**config.mk**
```make
export PLATFORM = sky130hd
export DESIGN_NAME = mem_stage
export DESIGN_NICKNAME = d
export VERILOG_FILES = /design/src/rtl/mem_stage_pkg.sv /design/src/rtl/mem_lsu_fmt.sv /design/src/rtl/mem_stage.sv
export SDC_FILE = /design/constraint.sdc
export NUM_CORES = 1
export LEC_CHECK = 0
export CAP_MARGIN = 25
export CORE_AREA = 8 8 203 205
export DETAILED_ROUTE_END_ITERATION = 8
export DIE_AREA = 0 0 211 213
export PLACE_DENSITY = 0.77
export SYNTH_ARGS = -nofsm -noshare
export SYNTH_HDL_FRONTEND = slang
export SYNTH_HIERARCHICAL = 1
export SYNTH_SLANG_ARGS = --single-unit
export TNS_END_PERCENT = 1
```
**constraint.sdc**
```tcl
create_clock -name clk -period 5.75 [get_ports clk]
set_input_delay 0.8625 -clock clk [delete_from_list [all_inputs] [get_ports clk]]
set_output_delay 0.8625 -clock clk [all_outputs]
set_load 0.1 [all_outputs]
```
**src/rtl/mem_stage_pkg.sv**
```systemverilog
// rtl/mem_stage_pkg.sv - shared widths, size codes and FSM encoding for mem_stage
package mem_stage_pkg;

    localparam int XLEN_DEF       = 64;
    localparam int REG_ADDR_W_DEF = 5;
    localparam int MEM_TO_WB_WD   = 2 * XLEN_DEF + 1 + REG_ADDR_W_DEF;

    localparam logic [1:0] SIZE_B = 2'd0;
    localparam logic [1:0] SIZE_H = 2'd1;
    localparam logic [1:0] SIZE_W = 2'd2;
    localparam logic [1:0] SIZE_D = 2'd3;

    typedef enum logic [1:0] {
        S_IDLE = 2'd0,
        S_REQ  = 2'd1,
        S_WAIT = 2'd2
    } state_e;

    function automatic logic is_misaligned(input logic [1:0] size, input logic [2:0] a);
        logic mis;
        case (size)
            SIZE_H:  mis = a[0];
            SIZE_W:  mis = |a[1:0];
            SIZE_D:  mis = |a;
            default: mis = 1'b0;
        endcase
        return mis;
    endfunction

endpackage

```
**src/rtl/mem_lsu_fmt.sv**
```systemverilog
// rtl/mem_lsu_fmt.sv - combinational store lane/mask builder and load extract/extend
module mem_lsu_fmt
    import mem_stage_pkg::*;
#(
    parameter int XLEN = XLEN_DEF
) (
    input  logic [1:0]      size,
    input  logic [2:0]      addr_lo,
    input  logic            load_unsigned,
    input  logic [XLEN-1:0] store_data,
    input  logic [XLEN-1:0] rdata,
    output logic [7:0]      wmask,
    output logic [XLEN-1:0] wdata,
    output logic [XLEN-1:0] load_data
);

    logic [2:0]      lane;
    logic [5:0]      shamt;
    logic [XLEN-1:0] shifted;
    logic            sign;

    always_comb begin
        lane      = addr_lo;
        wmask     = 8'h00;
        load_data = '0;
        sign      = 1'b0;
        // Low address bits below the access size are dropped, so lanes stay naturally aligned.
        case (size)
            SIZE_B: begin
                lane  = addr_lo;
                wmask = 8'h01 << lane;
            end
            SIZE_H: begin
                lane  = {addr_lo[2:1], 1'b0};
                wmask = 8'h03 << lane;
            end
            SIZE_W: begin
                lane  = {addr_lo[2], 2'b00};
                wmask = 8'h0F << lane;
            end
            default: begin
                lane  = 3'd0;
                wmask = 8'hFF;
            end
        endcase
        shamt   = {lane, 3'b000};
        wdata   = store_data << shamt;
        shifted = rdata >> shamt;
        case (size)
            SIZE_B: begin
                sign      = ~load_unsigned & shifted[7];
                load_data = {{(XLEN-8){sign}}, shifted[7:0]};
            end
            SIZE_H: begin
                sign      = ~load_unsigned & shifted[15];
                load_data = {{(XLEN-16){sign}}, shifted[15:0]};
            end
            SIZE_W: begin
                sign      = ~load_unsigned & shifted[31];
                load_data = {{(XLEN-32){sign}}, shifted[31:0]};
            end
            default: load_data = shifted;
        endcase
    end

endmodule

```
**src/rtl/mem_stage.sv**
```systemverilog
// rtl/mem_stage.sv - RV64 memory-access stage, IDLE/REQ/WAIT data-memory sequencer
// Optional misaligned-access trap: define MEM_STAGE_MISALIGN_CHK_EN.
module mem_stage
    import mem_stage_pkg::*;
#(
    parameter int XLEN       = XLEN_DEF,
    parameter int REG_ADDR_W = REG_ADDR_W_DEF
) (
    input  logic                           clk,
    input  logic                           rst,
    input  logic                           ex_valid,
    output logic                           ex_ready,
    input  logic [XLEN-1:0]                ex_pc,
    input  logic                           ex_rf_we,
    input  logic [REG_ADDR_W-1:0]          ex_rf_waddr,
    input  logic [XLEN-1:0]                ex_alu_result,
    input  logic [XLEN-1:0]                ex_store_data,
    input  logic                           ex_mem_re,
    input  logic                           ex_mem_we,
    input  logic [1:0]                     ex_mem_size,
    input  logic                           ex_load_unsigned,
    output logic                           dmem_req_valid,
    input  logic                           dmem_req_ready,
    output logic [XLEN-1:0]                dmem_req_addr,
    output logic                           dmem_req_we,
    output logic [XLEN-1:0]                dmem_req_wdata,
    output logic [7:0]                     dmem_req_wmask,
    input  logic                           dmem_resp_valid,
    input  logic [XLEN-1:0]                dmem_resp_rdata,
    output logic [2*XLEN+1+REG_ADDR_W-1:0] mem_to_wb_bus,
    output logic                           misalign_exc
);

    state_e state, state_n;

    logic [XLEN-1:0]       cap_pc;
    logic                  cap_rf_we;
    logic [REG_ADDR_W-1:0] cap_waddr;
    logic [XLEN-1:0]       cap_addr;
    logic [XLEN-1:0]       cap_store_data;
    logic                  cap_we;
    logic [1:0]            cap_size;
    logic                  cap_unsigned;

    logic [2*XLEN+1+REG_ADDR_W-1:0] bus_q;
    logic                           exc_q;

    logic            accept;
    logic            is_mem;
    logic            mis;
    logic            in_req;
    logic [7:0]      fmt_wmask;
    logic [XLEN-1:0] fmt_wdata;
    logic [XLEN-1:0] fmt_load;

    assign ex_ready = (state == S_IDLE);
    assign accept   = ex_valid && ex_ready;
    assign is_mem   = ex_mem_re || ex_mem_we;
    assign in_req   = (state == S_REQ);

`ifdef MEM_STAGE_MISALIGN_CHK_EN
    assign mis = is_misaligned(ex_mem_size, ex_alu_result[2:0]);
`else
    assign mis = 1'b0;
`endif

    mem_lsu_fmt #(.XLEN(XLEN)) u_fmt (
        .size          (cap_size),
        .addr_lo       (cap_addr[2:0]),
        .load_unsigned (cap_unsigned),
        .store_data    (cap_store_data),
        .rdata         (dmem_resp_rdata),
        .wmask         (fmt_wmask),
        .wdata         (fmt_wdata),
        .load_data     (fmt_load)
    );

    // Request fields are zero outside REQ so nothing leaks while idle or waiting.
    assign dmem_req_valid = in_req;
    assign dmem_req_addr  = in_req ? {cap_addr[XLEN-1:3], 3'b000} : '0;
    assign dmem_req_we    = in_req && cap_we;
    assign dmem_req_wdata = (in_req && cap_we) ? fmt_wdata : '0;
    assign dmem_req_wmask = (in_req && cap_we) ? fmt_wmask : 8'h00;
    assign mem_to_wb_bus  = bus_q;
    assign misalign_exc   = exc_q;

    always_comb begin
        state_n = state;
        case (state)
            S_IDLE:  if (accept && is_mem && !mis) state_n = S_REQ;
            S_REQ:   if (dmem_req_ready) state_n = S_WAIT;
            S_WAIT:  if (dmem_resp_valid) state_n = S_IDLE;
            default: state_n = S_IDLE;
        endcase
    end

    always_ff @(posedge clk) begin
        if (rst) begin
            state          <= S_IDLE;
            bus_q          <= '0;
            exc_q          <= 1'b0;
            cap_pc         <= '0;
            cap_rf_we      <= 1'b0;
            cap_waddr      <= '0;
            cap_addr       <= '0;
            cap_store_data <= '0;
            cap_we         <= 1'b0;
            cap_size       <= 2'd0;
            cap_unsigned   <= 1'b0;
        end else begin
            state <= state_n;
            bus_q <= '0;
            exc_q <= 1'b0;
            if (accept) begin
                if (!is_mem) begin
                    bus_q <= {ex_pc, ex_rf_we, ex_rf_waddr, ex_alu_result};
                end else if (mis) begin
                    exc_q <= 1'b1;
                end else begin
                    cap_pc         <= ex_pc;
                    cap_rf_we      <= ex_rf_we;
                    cap_waddr      <= ex_rf_waddr;
                    cap_addr       <= ex_alu_result;
                    cap_store_data <= ex_store_data;
                    cap_we         <= ex_mem_we;
                    cap_size       <= ex_mem_size;
                    cap_unsigned   <= ex_load_unsigned;
                end
            end
            // Stores retire with rf_we low but keep the PC for write-back bookkeeping.
            if (state == S_WAIT && dmem_resp_valid) begin
                bus_q <= {cap_pc, cap_rf_we && !cap_we, cap_waddr,
                          cap_we ? {XLEN{1'b0}} : fmt_load};
            end
        end
    end

endmodule

```
==> flow_summary.json, run 1 <==
{
  "dp_hpwl_mm": 49.74,
  "grt_pass1_wl_mm": 105.7,
  "overflow": 0,
  "power_density_nw_per_um2": 272.4,
  "worstMarginPinSlew_ns": 1.085,
  "dr.pass1.iters": 8,
  "drive_gt1_frac": 0.08181,
  "syn_inst": 2069,
  "start_util": 0.4379,
  "ys_warn_count": 6,
  "die_h_um": 213,
  "grtUsageTotal": 0.2988,
  "antenna_found_initial": 6,
  "syn_area_per_cell_um2": 8.066,
  "hold_viol": 0,
  "coreArea_um2": 38110,
  "cp_max_fo": 60,
  "gp_congestion": 0.9493,
  "hold_end": "mem_to_wb_bus[70]$_SDFF_PP0_",
  "cts_tree": "built",
  "hold_depth": 2,
  "std_cell_rows": 72,
  "final_nets": 2712,
  "worstHoldStart": "cap_pc[0]$_SDFFE_PP0P_",
  "fin_crit_sh": 0.8432,
  "io_pins": 546,
  "cp.required_ns": 4.89,
  "worst_slack_ns": 0.9016,
  "rr_worst_depth": 8,
  "clkSinkCount": 338,
  "finalMaxSlewViolations": 0,
  "num_vias": 17910,
  "ys.flop_type": "dfxtp_1",
  "r2r_start": "cap_size[0]$_SDFFE_PP0P_",
  "critPathLaunchType": "flop",
  "leakagePower_nw": 9.069,
  "post_cts_buffers": 0,
  "rsz0062_at_grt": "no",
  "clock.fmax_mhz": 206.3,
  "io_buffers": 541,
  "criticalPathCategory": "reg -> out",
  "pre_cts_slack_ns": 1.525,
  "syn_area_um2": 16690,
  "r2r_slack_ns": 1.99,
  "grt_pass1_vias": 17230,
  "die-area_um2": 44940,
  "fin_tns_setup_ns": 0,
  "multi_input_comb_area_um2": 8920,
  "ys_ff_latch": 338,
  "fin_worst_skew_ns": 0.01257,
  "cts_buffers": 38,
  "ant_nets": 0,
  "endpoint_kind": "output pin",
  "drt-vias-per-instance": 5.989,
  "num-fill-cells": 3327,
  "finalWirelength_mm": 71.54,
  "yosysSeqAreaShare": 0.4055,
  "worstPathArrival_ns": 3.99,
  "wl_per_cell_um": 23.92,
  "clk_latency_ns": 0.56,
  "min_period_ns": 4.848,
  "regArea_um2": 6769,
  "r2r-end": "mem_to_wb_bus[27]$_SDFF_PP0_",
  "hold_buffers": 0,
  "yosysUniqueCellTypes": 50,
  "synth_edf_count": 0,
  "grt_max_degree": 169,
  "ctsRootBufferMaster": "clkbuf_16",
  "ir_drop_uv": 219.5,
  "clkTransAtPathRegs_ns": 0.06,
  "area_delta_synth_final_pct": 39.56,
  "htreeDepth": 2,
  "die_w_um": 211,
  "drt-initial-drc-count": 1691,
  "cts-resized-gates": 0,
  "setup_viol": 0,
  "async_flop_share": 0,
  "maxCapViolations": 0,
  "clock_path_buffers": 3,
  "status": "finished clean",
  "finalPower_mw": 6.343,
  "drcViolationCount": 0,
  "relSlewSlack": 0.2745,
  "hp-class": "reg -> reg"
}
synthesized netlist by cell type, drive strengths merged, types with 4 or more instances:
cell type  instances  share of area
clkbuf           168          0.038
mux2i             76          0.046
and2              96          0.036
a211oi             9         0.0040
a22o              64          0.034
mux4              14          0.019
a21oi            266          0.080
nor2b              4         0.0015
o21ai            241          0.072
a22oi              9         0.0040
dfxtp            338           0.41
mux2              16          0.011
a32oi             69          0.036
o22ai              8         0.0030
nor2              94          0.021
and3              80          0.030
buf               76          0.027
inv                7         0.0016
a221oi             7         0.0040
nand3b            11         0.0049
nand3            217          0.065
o211ai            20         0.0090
nand2            146          0.033
a31oi              4         0.0015
kinds of logic (layout without fill, tap and decap cells):
| group | after synthesis | in the layout | share of synthesized area |
|---|---|---|---|
| multiplexers | 106 | 106 | 0.07527 |
| AND/OR/NAND/NOR | 666 | 666 | 0.2002 |
| other | 1 | 8 | 0.0002247 |
| buffers and inverters | 251 | 648 | 0.06590 |
| AO/OA/AOI/OAI | 707 | 707 | 0.2530 |
| flip-flops | 338 | 338 | 0.4055 |
layout by cell type, fill, tap and decap left out, types with 3 or more instances in the layout:
master / netlist / final
clkinv_2: 0 / 6
a22o_1: 64 / 64
nand3_1: 217 / 217
mux2i_1: 76 / 76
clkdlybuf4s50_1: 0 / 484
mux4_2: 14 / 14
o221ai_1: 3 / 3
clkbuf_1: 168 / 8
clkbuf_16: 0 / 39
mux2_2: 16 / 16
inv_1: 7 / 7
buf_4: 6 / 76
o22ai_1: 8 / 8
nand3b_1: 11 / 11
o211ai_1: 20 / 20
nor2_1: 93 / 92
clkbuf_8: 0 / 9
o21ai_0: 240 / 239
a21oi_1: 266 / 266
conb_1: 1 / 4
dfxtp_1: 338 / 336
a31oi_1: 4 / 3
and3_1: 80 / 80
a32oi_1: 69 / 69
buf_12: 0 / 8
a211oi_1: 9 / 8
and2_1: 95 / 95
nand2_1: 146 / 146
diode_2: 0 / 4
nor3b_2: 0 / 3
a22oi_1: 9 / 9
a221oi_1: 6 / 6
metrics by stage:
stage          hold slack (ns)    util  std cells  instance area [um2]
6_report                0.4637  0.6112       2991                23290
5_1_grt                 0.4877  0.6111       2989                23290
4_1_cts                 0.4700  0.6102       2985                23250
3_3_place_gp            0.4537  0.5748       2912                21900
3_5_place_dp            0.4618  0.5769       2916                21980
2_1_floorplan           0.4474       -       2072                16700
registers in the layout (all words and copies together) (netlist names), 2 cells and up:
name and count:
cap_addr 64, cap_pc 64, cap_size 2, cap_store_data 64, cap_waddr 5, mem_to_wb_bus 134, state 2
worst max path at each step:
stage / from / end / slack [ns] / cells past startpoint
after floorplan: state[0]$_SDFFE_PP0P_ / dmem_req_addr[55] / 2.24 / 4
after CTS: cap_size[0]$_SDFFE_PP0P_ / dmem_req_wdata[11] / 0.91 / 5
after global routing: cap_size[0]$_SDFFE_PP0P_ / dmem_req_wdata[11] / 0.75 / 5
after global placement: cap_size[0]$_SDFFE_PP0P_ / dmem_req_wdata[11] / 1.57 / 5
after detailed placement: cap_size[0]$_SDFFE_PP0P_ / dmem_req_wdata[11] / 1.52 / 5
final: cap_size[0]$_SDFFE_PP0P_ / dmem_req_wdata[11] / 0.90 / 5
critical path: stages, from the launching register on:
cell,delay (ns)
dfxtp_1,0.78
or3b_4,0.80
mux2i_1,0.32
nor2_1,0.18
and3_1,0.17
clkdlybuf4s50_1,1.13
per-layer routing:
layer,track usage,vias to the layer above,share of wire
li1,-,8220,-
met3,0.08763,176,0.098
met4,0.1327,6,0.043
met1,0.3604,8519,0.38
met5,0,-,0.00049
met2,0.4897,992,0.47
where the power goes:
| part | total [mW] | internal [mW] | switching, mW |
|---|---|---|---|
| clock network | 2.48 | 1.45 | 1.03 |
| logic | 1.34 | 0.475 | 0.861 |
| registers | 2.53 | 2.45 | 0.0789 |
| total | 6.34 | 4.38 | 1.97 |
final cells by class:
cell class                      count  area share
Antenna cell                        4   0.0004298
Clock buffer                       55     0.04792
Clock inverter                     14    0.006661
Inverter                            7    0.001128
Multi-Input combinational cell   1483      0.3830
Sequential cell                   338      0.2906
Tap cell                          518     0.02783
Timing Repair Buffer              572      0.2424
Power figures use the tool's default switching activity.
==> run 2: changes to the inputs <==
CORE_AREA = 8 8 204 206   (was 8 8 203 205)
DIE_AREA = 0 0 212 214   (was 0 0 211 213)
clock period = 4.54 ns   (was 5.75 ns; I/O delays follow)
==> flow_summary.json, run 2 (synthesis results as in run 1) <==
{
  "met3_length_mm": 7.804,
  "criticalPathCategory": "reg -> out",
  "setup_viol": 0,
  "ctsRootBufferMaster": "clkbuf_16",
  "grt_pass1_vias": 17370,
  "relSlewSlack": 0.2760,
  "r2r-end": "mem_to_wb_bus[31]$_SDFF_PP0_",
  "finalMaxSlewViolations": 0,
  "drt-initial-drc-count": 1904,
  "io_buffers": 541,
  "clkSinkCount": 338,
  "multi_input_comb_area_um2": 8920,
  "rr_worst_depth": 7,
  "power_density_nw_per_um2": 348.5,
  "num_vias": 18280,
  "drive_gt1_frac": 0.09080,
  "clock.fmax_mhz": 245.7,
  "std_cell_rows": 72,
  "status": "finished clean",
  "io_pins": 546,
  "drcViolationCount": 0,
  "hp-class": "reg -> reg",
  "fin_tns_setup_ns": 0,
  "grtUsageTotal": 0.3033,
  "htreeDepth": 2,
  "crit_path_cell_trace": "or3b_4 -> buf_12 -> mux2i_1 -> o22ai_1 -> mux2_2 -> and3_1 -> buf_4",
  "hold_end": "cap_addr[54]$_SDFFE_PP0P_",
  "finalPower_mw": 8.158,
  "finalWirelength_mm": 73.68,
  "wl_met2_mm": 34.85,
  "worstHoldStart": "cap_addr[54]$_SDFFE_PP0P_",
  "start_util": 0.4359,
  "largest_register_ff_count": 134,
  "r2r_start": "cap_size[1]$_SDFFE_PP0P_",
  "worstPathArrival_ns": 3.39,
  "cts-resized-gates": 0,
  "endpoint_kind": "output pin",
  "coreArea_um2": 38290,
  "drt-met1-wl_mm": 27.80,
  "overflow": 0,
  "drt-vias-per-instance": 6.096,
  "leakagePower_nw": 9.134,
  "min_period_ns": 4.070,
  "wl_per_cell_um": 24.58,
  "die_w_um": 212,
  "hold_viol": 0,
  "hold_depth": 2,
  "mostFrequentLayoutCells": "clkdlybuf4s50_1 (463), dfxtp_1 (336), a21oi_1 (266)",
  "cp.required_ns": 3.86,
  "final_common_cell": "clkdlybuf4s50_1",
  "cts_tree": "built",
  "antenna_found_initial": 16,
  "cpPeakStageDelay_ns": 0.80,
  "die_h_um": 214,
  "fin_worst_skew_ns": 0.01492,
  "dp_hpwl_mm": 50.40,
  "r2r_slack_ns": 1.18,
  "grt_max_degree": 203,
  "critPathBufInv": 2,
  "grt_pass1_wl_mm": 108.5,
  "post_cts_buffers": 0,
  "clock_path_buffers": 3,
  "regArea_um2": 6769,
  "highest_layer": "met5",
  "worstMarginPinSlew_ns": 1.083,
  "hold_buffers": 0,
  "die-area_um2": 45370,
  "fin_crit_sh": 0.8966,
  "area_delta_synth_final_pct": 40.25,
  "ir_drop_uv": 440.2,
  "cts_buffers": 38,
  "crit_family": "flip-flops",
  "gp_congestion": 0.9761,
  "critPathLaunchType": "flop",
  "num-fill-cells": 3353,
  "maxCapViolations": 0,
  "ant_nets": 0,
  "clk_latency_ns": 0.57,
  "final_nets": 2711,
  "dr.pass1.iters": 6,
  "rsz0062_at_grt": "no",
  "clkTransAtPathRegs_ns": 0.06,
  "cp_max_fo": 39,
  "critPathSlowestCell": "dfxtp_1"
}
## run 2: changes by cell type in the layout (fill, tap and decap cells not counted), moves of 2 or more
| cell | delta |
|---|---|
| clkbuf_1 | -3 |
| buf_4 | +10 |
| clkinvlp_4 | +3 |
| bufinv_16 | +2 |
| clkdlybuf4s50_1 | -21 |
| clkinv_8 | -2 |
| inv_6 | +2 |
| diode_2 | +9 |
| buf_12 | +12 |
| clkbuf_8 | -3 |
## run 2: how the worst max path moves through the flow
stage / startpoint / cells after the start / end / slack (ns)
CTS: cap_size[0]$_SDFFE_PP0P_ / 7 / dmem_req_wdata[48] / 0.51
floorplan: state[0]$_SDFFE_PP0P_ / 4 / dmem_req_addr[55] / 1.21
finish: cap_size[0]$_SDFFE_PP0P_ / 7 / dmem_req_wdata[48] / 0.47
detailed placement: cap_size[0]$_SDFFE_PP0P_ / 7 / dmem_req_wdata[48] / 1.12
global route: cap_size[0]$_SDFFE_PP0P_ / 8 / dmem_req_wdata[1] / 0.25
global placement: cap_size[0]$_SDFFE_PP0P_ / 8 / dmem_req_wdata[7] / 1.21
## run 2: power by group
part	internal [mW]	switching, mW
Clock	1.90	1.34
Sequential	3.10	0.102
Combinational	0.599	1.11
Total	5.61	2.55
## run 2: metrics by stage
step | setup slack [ns] | hold slack, ns | cell area [um2] | util | instances
6_report | 0.4696 | 0.4713 | 23410 | 0.6113 | 2998
5_1_grt | 0.2477 | 0.4863 | 23400 | 0.6111 | 2995
4_1_cts | 0.5058 | 0.4700 | 23370 | 0.6105 | 2985
3_5_place_dp | 1.116 | 0.4619 | 22070 | 0.5765 | 2917
3_3_place_gp | 1.211 | 0.4527 | 22050 | 0.5759 | 2915
2_1_floorplan | 1.207 | 0.4474 | 16700 | - | 2072
## run 2: area by class of cell
| class | count | area share |
|---|---|---|
| Tap cell | 518 | 0.02769 |
| Timing Repair Buffer | 571 | 0.2439 |
| Sequential cell | 338 | 0.2892 |
| Clock inverter | 19 | 0.01016 |
| Clock buffer | 49 | 0.04544 |
| Multi-Input combinational cell | 1483 | 0.3811 |
| Antenna cell | 13 | 0.001390 |
| Inverter | 7 | 0.001123 |
## run 2: layer usage
metal  vias up  GRT usage
li1       8236          -
met5         -          0
met3       196    0.09062
met2      1041     0.4953
met1      8795     0.3608
met4         8     0.1413
## run 2: worst min-delay path, delay by kind of cell, from the launching register on
kind | cells | cell delay [ns]
flip-flops | 1 | 0.30
AO/OA/AOI/OAI | 2 | 0.12
